==> src/rtl/dmux_led_router_pkg.sv <==
// Shared widths and select encodings for the switch-to-LED demux router.
package dmux_led_router_pkg;

  localparam int DATA_W = 4;
  localparam int LED_W  = 2 * DATA_W;

  localparam logic SEL_LO = 1'b0;
  localparam logic SEL_HI = 1'b1;

endpackage

==> src/rtl/dmux_led_router_sync_chain.sv <==
// WIDTH x STAGES flop chain bringing board inputs into the clock domain.
// Latency STAGES edges (STAGES=0 is a wire); no backpressure.
module dmux_led_router_sync_chain #(
  parameter int WIDTH  = 1,
  parameter int STAGES = 2
) (
  input  logic             clk,
  input  logic             rst_n,
  input  logic [WIDTH-1:0] d,
  output logic [WIDTH-1:0] q
);

  generate
    if (STAGES == 0) begin : g_bypass
      assign q = d;
    end else begin : g_chain
      logic [WIDTH-1:0] chain_d [STAGES];
      logic [WIDTH-1:0] chain_q [STAGES];

      always_comb begin
        chain_d[0] = d;
        for (int i = 1; i < STAGES; i++) begin
          chain_d[i] = chain_q[i-1];
        end
      end

      always_ff @(posedge clk or negedge rst_n) begin
        if (!rst_n) begin
          for (int i = 0; i < STAGES; i++) begin
            chain_q[i] <= '0;
          end
        end else begin
          for (int i = 0; i < STAGES; i++) begin
            chain_q[i] <= chain_d[i];
          end
        end
      end

      assign q = chain_q[STAGES-1];
    end
  endgenerate

endmodule

==> src/rtl/dmux_led_router.sv <==
// Routes the synchronised switch word onto the low or high LED nibble chosen by pba.
// Latency SYNC_STAGES+1 edges; no backpressure, led reloads every edge.
module dmux_led_router
  import dmux_led_router_pkg::*;
#(
  parameter int DATA_W      = dmux_led_router_pkg::DATA_W,
  parameter int SYNC_STAGES = 2
) (
  input  logic                clk,
  input  logic                rst_n,
  input  logic                pba,
  input  logic [DATA_W-1:0]   sw,
  output logic [2*DATA_W-1:0] led
);

  logic                pba_s;
  logic [DATA_W-1:0]   sw_s;
  logic [2*DATA_W-1:0] led_d;
  logic [2*DATA_W-1:0] led_q;

  // Separate chains of equal depth keep select and data cycle-aligned.
  dmux_led_router_sync_chain #(
    .WIDTH  (1),
    .STAGES (SYNC_STAGES)
  ) u_pba_sync (
    .clk   (clk),
    .rst_n (rst_n),
    .d     (pba),
    .q     (pba_s)
  );

  dmux_led_router_sync_chain #(
    .WIDTH  (DATA_W),
    .STAGES (SYNC_STAGES)
  ) u_sw_sync (
    .clk   (clk),
    .rst_n (rst_n),
    .d     (sw),
    .q     (sw_s)
  );

  always_comb begin
    led_d = '0;
    if (pba_s == SEL_HI) begin
      led_d[2*DATA_W-1:DATA_W] = sw_s;
    end else begin
      led_d[DATA_W-1:0] = sw_s;
    end
  end

  always_ff @(posedge clk or negedge rst_n) begin
    if (!rst_n) begin
      led_q <= '0;
    end else begin
      led_q <= led_d;
    end
  end

  assign led = led_q;

endmodule

==> config.mk <==
export PLATFORM = sky130hd
export DESIGN_NAME = dmux_led_router
export DESIGN_NICKNAME = d
export VERILOG_FILES = /design/src/rtl/dmux_led_router_pkg.sv /design/src/rtl/dmux_led_router_sync_chain.sv /design/src/rtl/dmux_led_router.sv
export SDC_FILE = /design/constraint.sdc
export NUM_CORES = 1
export LEC_CHECK = 0
export ABC_AREA = 1
export BUFFER_PORTS_ARGS = -buffer_cell sky130_fd_sc_hd__clkbuf_2
export CORE_MARGIN = 1
export CORE_UTILIZATION = 35
export DETAILED_ROUTE_END_ITERATION = 12
export PLACE_DENSITY = 0.54
export SYNTH_ARGS = -nofsm -noshare
export SYNTH_HDL_FRONTEND = slang
export SYNTH_SLANG_ARGS = --single-unit
export TNS_END_PERCENT = 100
==> constraint.sdc <==
create_clock -name clk -period 1.6 [get_ports clk]
set_input_delay 0.08 -clock clk [delete_from_list [all_inputs] [get_ports clk]]
set_output_delay 0.08 -clock clk [all_outputs]
set_load 0.01 [all_outputs]
[After elaboration in Yosys (flattened, before gate mapping)]
Index checks and enable logic that the tools add are counted.
Word-level totals
  register bits after elaboration: 18
  output and inout port bits: 8
  logic and storage cells: 7
Operators by class
  muxes and demuxes: 2
Operators by type and width (number)
  two-way mux 4 bit: 2

[Logic depth before layout (Yosys ltp)]
Gate-level depths: netlist of run 1.
  depth after elaboration: 1
  gate-level depth with buffers: 3

[By module]
From an unflattened synthesis of run 1, not the netlist that was laid out.
Unflattened totals
  cells, all modules: 35
  area, all modules: 521.8 µm²
Modules (own cells, without submodules)
  dmux_led_router: instances 1, cells each 25, area each 271.5 µm², seq. area each 200.2 µm²
  dmux_led_router_sync_chain at u_sw_sync: instances 1, cells each 8, area each 200.2 µm², seq. area each 200.2 µm²
  dmux_led_router_sync_chain at u_pba_sync: instances 1, cells each 2, area each 50.0 µm², seq. area each 50.0 µm²

[Least setup slack after synthesis of run 1]
No wires, ideal clock.
  kind: register to register
  start: register u_pba_sync.g_chain.chain_q, in the netlist u_pba_sync.q
  end: register led_q[5] (netlist: led[5])
  arrival time: 0.554 ns
  data required time: 1.487 ns
  setup slack: 0.933 ns
  cell stages (with the launch flop): 4
  path through: dfrtp_1 buf_6 nand2_1 inv_1
On the way
  cells in the longest elaborated chain, start to end: 1
RTL lines
  start, declared: line dmux_led_router_sync_chain.sv:18  | logic [WIDTH-1:0] chain_q [STAGES];
  start signal, assigned by index: line dmux_led_router_sync_chain.sv:34  | chain_q[i] <= chain_d[i];
  two-way mux 4 bit: line dmux_led_router.sv:44  | if (pba_s == SEL_HI) begin
  named net led_d[5]: line dmux_led_router.sv:18  | logic [2*DATA_W-1:0] led_d;
  end signal, assigned: line dmux_led_router.sv:55  | led_q <= led_d;
  end, declared: line dmux_led_router.sv:19  | logic [2*DATA_W-1:0] led_q;
The timed path passes the listed nets, and every way through them passes these cells.

[Final worst setup path of run 1]
  start: register led_q[3] (netlist: led[3])
  end: output led[3]
RTL lines
  end, declared: line dmux_led_router.sv:13  | output logic [2*DATA_W-1:0] led
No word-level cell between the ends.

==> flow_metrics.tcl, run 1 <==
set metrics [dict create \
    yosys.cell_types.count 5 \
    period_minus_slack_ns 0.8824 \
    ys_ff_latch 18 \
    cts_tree "built" \
    gr-usage-met3_pct 4.891 \
    grt_antenna_before_repair 0 \
    core-area_um2 1350 \
    syn_area_um2 521.8 \
    synthTopCellsByArea "dfrtp_1, inv_1, nand2_1" \
    clock.fmax_mhz 1133 \
    synth-compound-area-share_pct 0 \
    firstDrtPassIters 3 \
    fin_ws_ns 0.7176 \
    synth-simple-area-share_pct 5.755 \
    slew-limit-headroom_pct 71.82 \
    gp_congestion 0.6255 \
    fp.dieArea_um2 1649 \
    met2_usage_pct 17.06 \
    numCtsBuffers 3 \
    tightest_slew_ns 0.4227 \
    crit_required_ns 1.52 \
    dr.first_iter.drc_count 1 \
    grt_pass1_vias 246 \
    fp.dieW_um 40.61 \
    start_util_pct 38.65 \
    detail_route.wl_per_cell_um 8.932 \
    outcome "finished clean" \
    use_met1_pct 7.473 \
    layout_commonest_cell "dfrtp_1" \
    crit_type "flop to output pin" \
    viasPerCell 4.014 \
    path_max_fanout 1 \
    ant_nets 0 \
    drv_cap 0 \
    vias 293 \
    hold_path_class "primary input to asynchronous set/reset pin" \
    gr-total-overflow 0 \
    synth_mux_area_share_pct 0 \
    worst-path-buf-inv 1 \
    dpl_cell_area_um2 599.3 \
    drcViolationCount 0 \
    diodes 0 \
    crit_path_end_kind "output pin" \
    yosysTopAreaCell "dfrtp_1" \
    final_max_slew_viol_count 0 \
    io_buffers 14 \
    cp.arrival_ns 0.80 \
    cts_max_path_buffers 2 \
    wirelength_um 652 \
    seq_area_frac_synth_pct 86.33 \
    area_growth_pct 33.33 \
    gr-max-usage-layer "met2" \
    worstSkewPairLatency_ns 0.28 \
    die_height_um 40.61 \
    nNetsFinal 66 \
    ys_warn_count 0 \
    avgSynthCellArea_um2 14.91 \
    synthAdderAreaFrac_pct 0 \
    ir_drop_mv 0.5776 \
    powerDensity_nw_per_um2 1148 \
    pre_cts_ws_ns 0.9174 \
    skew_ns 0.002556 \
    cp_cell_sequence "clkbuf_2" \
    cts.sinks 18 \
    synth.top_cell.area_share_pct 86.33 \
    synth_top_family_by_area "buffers and inverters" \
    h-tree-depth 1 \
    grt_pass1_wl_um 897 \
    final_cell_mix "dfrtp_1, clkbuf_2, inv_1, dlygate4sd3_1" \
    cts.reportedPaths.clkPinSlew_ns 0.09 \
    dpl.hpwl_um 467.4 \
    synth_fp_nets 42 \
    finalCritPeriodShare_pct 55.15 \
    grt_usage_pct 9.524 \
    rsz0062_at_grt "no" \
    final.setup.tns_ns 0 \
    synthXorXnorAreaFrac_pct 0 \
    finalSetupViolCount 0 \
    cp_top_family "flip-flops" \
    grt_max_degree 19 \
    drive_gt1_share_pct 31.03 \
    critPathLaunchType "flop" \
    rows 13 \
    ioPinCount 15 \
    cts_root_buf "clkbuf_4" \
    slowest_stage "dfrtp_1" \
    post_cts_buffers 0 \
    finalHoldViolations 0 \
    slowest_delay_ns 0.39 \
    final_util_pct 51.53 \
    syn_inst 35 \
    leakagePower_nw 0.3950 \
    stdcell_area_um2 695.7 \
]
## layer usage
layer / routed length [µm] / part of all wire (%)
met1: 246 / 38
met2: 341 / 52
met3: 65 / 10
met4: 0 / 0
met5: 0 / 0
## synth_stat cells
cell type / n
buf_6: 1
nand2_1: 4
nor2_1: 4
dfrtp_1: 18
inv_1: 8
## state kept, by name (all words and copies together) (netlist names)
register,flops
u_pba_sync.g_chain.chain_d,1
u_pba_sync.q,1
u_sw_sync.g_chain.chain_d,4
u_sw_sync.q,4
led,8
## cells by family (layout without fill, tap and decap cells)
logic type / after synthesis / count (layout)
simple gates: 8 / 8
buf+inv: 9 / 32
flops: 18 / 18
## power by group
group / total, mW / internal (mW) / switching (mW)
sequential: 0.486 / 0.477 / 0.00907
clock: 0.263 / 0.138 / 0.124
combinational: 0.0495 / 0.0247 / 0.0248
total: 0.799 / 0.640 / 0.158
## area by class of cell
cell class	instances	area [µm²]
Timing Repair Buffer	20	130.1
Sequential cell	18	450.4
Multi-Input combinational cell	8	30.03
Fill cell	120	654.4
Tap cell	15	18.77
Inverter	8	30.03
Clock buffer	4	36.28
## stage by stage
stage	std cells	power [mW]	hold slack, ns
6_report	73	0.7987	0.2539
5_1_grt	73	0.8404	0.2822
4_1_cts	73	0.8143	0.2521
3_5_place_dp	63	0.5357	0.03272
3_3_place_gp	63	0.5324	0.02093
2_1_floorplan	35	0.5100	-0.2156
## what timing repair did
| action | 4_1_cts | 5_1_grt |
|---|---|---|
| hold endpoints to repair | 23 | 0 |
| gates resized for setup | 0 | 0 |
| hold buffers | 6 | 0 |
## path summary, 6_finish.rpt
path | startpoint | end | slack, ns | depth (start not counted)
max in group asynchronous | rst_n | u_sw_sync.q[3]$_DFF_PN0_ | 1.05 | 2
setup reg to reg | u_pba_sync.q$_DFF_PN0_ | led[3]$_DFF_PN0_ | 0.92 | 1
min in group clk | u_sw_sync.g_chain.chain_d[2]$_DFF_PN0_ | u_sw_sync.q[2]$_DFF_PN0_ | 0.36 | 0
hold reg to reg | u_sw_sync.g_chain.chain_d[2]$_DFF_PN0_ | u_sw_sync.q[2]$_DFF_PN0_ | 0.36 | 0
setup / recovery | led[3]$_DFF_PN0_ | led[3] | 0.72 | 1
hold / removal | rst_n | led[6]$_DFF_PN0_ | 0.25 | 2
(Power assumes the default switching activity.)
==> inputs of run 2 (changes only) <==
--- a/config.mk
+++ b/config.mk
@@ -5,7 +5,7 @@
 export SDC_FILE = /design/constraint.sdc
 export NUM_CORES = 1
 export LEC_CHECK = 0
-export ABC_AREA = 1
+export ABC_AREA = 0
 export BUFFER_PORTS_ARGS = -buffer_cell sky130_fd_sc_hd__clkbuf_2
 export CORE_MARGIN = 1
 export CORE_UTILIZATION = 35
==> constraint.sdc (replaced) <==
create_clock -name clk -period 0.9 [get_ports clk]
set_input_delay 0.045 -clock clk [delete_from_list [all_inputs] [get_ports clk]]
set_output_delay 0.045 -clock clk [all_outputs]
set_load 0.01 [all_outputs]
==> run 2 against run 1 <==
  * Sequential share of layout area rose by 0.95 points
  * Sequential power rose by 78%
  * First-iteration DRC count fell by 100%
  * Register-to-register slack got worse by 0.75 ns
  * Synthesized area fell by 4.1%
  * Cell count fell by 11%
  * Design area fell by 1.4%
  * Count of clock-buffer cells in the layout did not move
  * Setup slack got worse by 0.64 ns
  * Critical path type unchanged
==> flow_metrics.tcl, run 2 <==
set metrics [dict create \
    outcome "finished clean" \
    cts.reportedPaths.clkPinSlew_ns 0.09 \
    vias 273 \
    leakagePower_nw 0.3452 \
    largest_register_ffs 8 \
    dpl_cell_area_um2 589.3 \
    yosys-top-cells-count "dfrtp_1, and2_1, nor2b_1" \
    cp_cell_sequence "clkbuf_2" \
    cp.arrival_ns 0.78 \
    synth_fp_nets 33 \
    start_util_pct 37.99 \
    synth.top_cell.area_share_pct 90.00 \
    tightest_slew_ns 0.4088 \
    finalHoldViolations 0 \
    worst-path-buf-inv 1 \
    ys_ff_latch 18 \
    cts_tree "built" \
    cts.sinks 18 \
    pre_cts_ws_ns 0.1810 \
    ant_nets 0 \
    yosys.cell_types.count 3 \
    io_buffers 14 \
    area_growth_pct 37.00 \
    gr-total-overflow 0 \
    fin_ws_ns 0.07955 \
    path_max_fanout 1 \
    finalPower_mw 1.410 \
    final_util_pct 52.04 \
    die_height_um 39.82 \
    reg2regPathDepth 1 \
    yosysMostFrequentCell "dfrtp_1" \
    diodes 0 \
    seq_area_frac_synth_pct 90.00 \
    worstSkewPairLatency_ns 0.28 \
    slowest_stage "dfrtp_1" \
    gp_congestion 0.5983 \
    syn_inst 26 \
    rows 13 \
    grt_pass1_wl_um 1104 \
    nFillCells 122 \
    yosysTopAreaCell "dfrtp_1" \
    layout_commonest_cell "dfrtp_1" \
    synth_edf_count 0 \
    period_minus_slack_ns 0.8205 \
    numCtsBuffers 3 \
    crit_path_end_kind "output pin" \
    drcViolationCount 0 \
    fp.dieW_um 39.82 \
    holdWs_ns 0.2275 \
    synthTopCellsByArea "dfrtp_1, and2_1, nor2b_1" \
    skew_ns 0.0002005 \
    final_cell_mix "dfrtp_1, clkbuf_2, dlygate4sd3_1, nor2b_1, and2_1" \
    powerDensity_nw_per_um2 2056 \
    syn_area_um2 500.5 \
    cp_top_family "flip-flops" \
    hold_path_class "primary input to asynchronous set/reset pin" \
    rsz0062_at_grt "no" \
    post_cts_buffers 0 \
    final.setup.tns_ns 0 \
    dr.first_iter.drc_count 0 \
    final_max_slew_viol_count 0 \
    cp.depth 1 \
    h-tree-depth 1 \
    ys.flop_type "dfrtp_1" \
    cts_max_path_buffers 2 \
    wirelength_um 656 \
    viasPerCell 4.200 \
    drv_cap 0 \
    ioPinCount 15 \
    drive_gt1_share_pct 36.00 \
    synthArstFlopShare_pct 100.0 \
    core-area_um2 1318 \
    fp.dieArea_um2 1585 \
    grt_antenna_before_repair 0 \
    detail_route.wl_per_cell_um 10.09 \
    finalNonFillerCells 65 \
    avgSynthCellArea_um2 19.25 \
    nNetsFinal 58 \
    stdcell_area_um2 685.7 \
    clock.fmax_mhz 1219 \
    crit_required_ns 0.85 \
    critPathLaunchType "flop" \
    ir_drop_mv 0.9665 \
    finalSetupViolCount 0 \
    grt_usage_pct 11.71 \
    crit_type "flop to output pin" \
    cts_root_buf "clkbuf_4" \
    grt_max_degree 19 \
    grt_pass1_vias 294 \
    firstDrtPassIters 1 \
    slew-limit-headroom_pct 72.74 \
    slowest_delay_ns 0.37 \
    dp.cells 55 \
    ys_warn_count 0 \
    finalCritPeriodShare_pct 91.16 \
]
## run 2: cells by family after synthesis
logic type    count (synthesis)  share of synthesized area (%)
flops                        18                          90.00
simple gates                  8                          9.998
## run 2: path summary, 6_finish.rpt
path / start / to / slack [ns]
worst max-delay path: led[3]$_DFF_PN0_ / led[3] / 0.08
worst min-delay path: rst_n / u_sw_sync.g_chain.chain_d[0]$_DFF_PN0_ / 0.23
worst max register to register: u_pba_sync.q$_DFF_PN0_ / led[5]$_DFF_PN0_ / 0.17
worst min register to register: u_sw_sync.g_chain.chain_d[2]$_DFF_PN0_ / u_sw_sync.q[2]$_DFF_PN0_ / 0.36
max in group asynchronous: rst_n / u_sw_sync.g_chain.chain_d[3]$_DFF_PN0_ / 0.39
min in group clk: u_sw_sync.g_chain.chain_d[2]$_DFF_PN0_ / u_sw_sync.q[2]$_DFF_PN0_ / 0.36
## run 2: routing by layer
layer	global-route usage (%)	part of all wire, %
met5	0	0
met3	3.409	7.8
met2	20.90	54
met4	10.34	0.91
met1	10.23	37
## run 2: cell type report
| cell class | instances | area (µm²) | share of cell area (%) |
|---|---|---|---|
| repair buffers | 20 | 130.1 | 18.98 |
| multi-input cells | 8 | 50.05 | 7.299 |
| well taps | 15 | 18.77 | 2.737 |
| flip-flops and latches | 18 | 450.4 | 65.69 |
| clock buffers | 4 | 36.28 | 5.292 |
## run 2: where the power goes
part	internal, mW	switching (mW)
clock	0.246	0.214
combinational	0.0466	0.0400
sequential	0.849	0.0148
total	1.14	0.269
## run 2: timing repair
action,CTS,global route
hold endpoints to repair,23,0
resized for setup,0,0
hold buffers,6,0
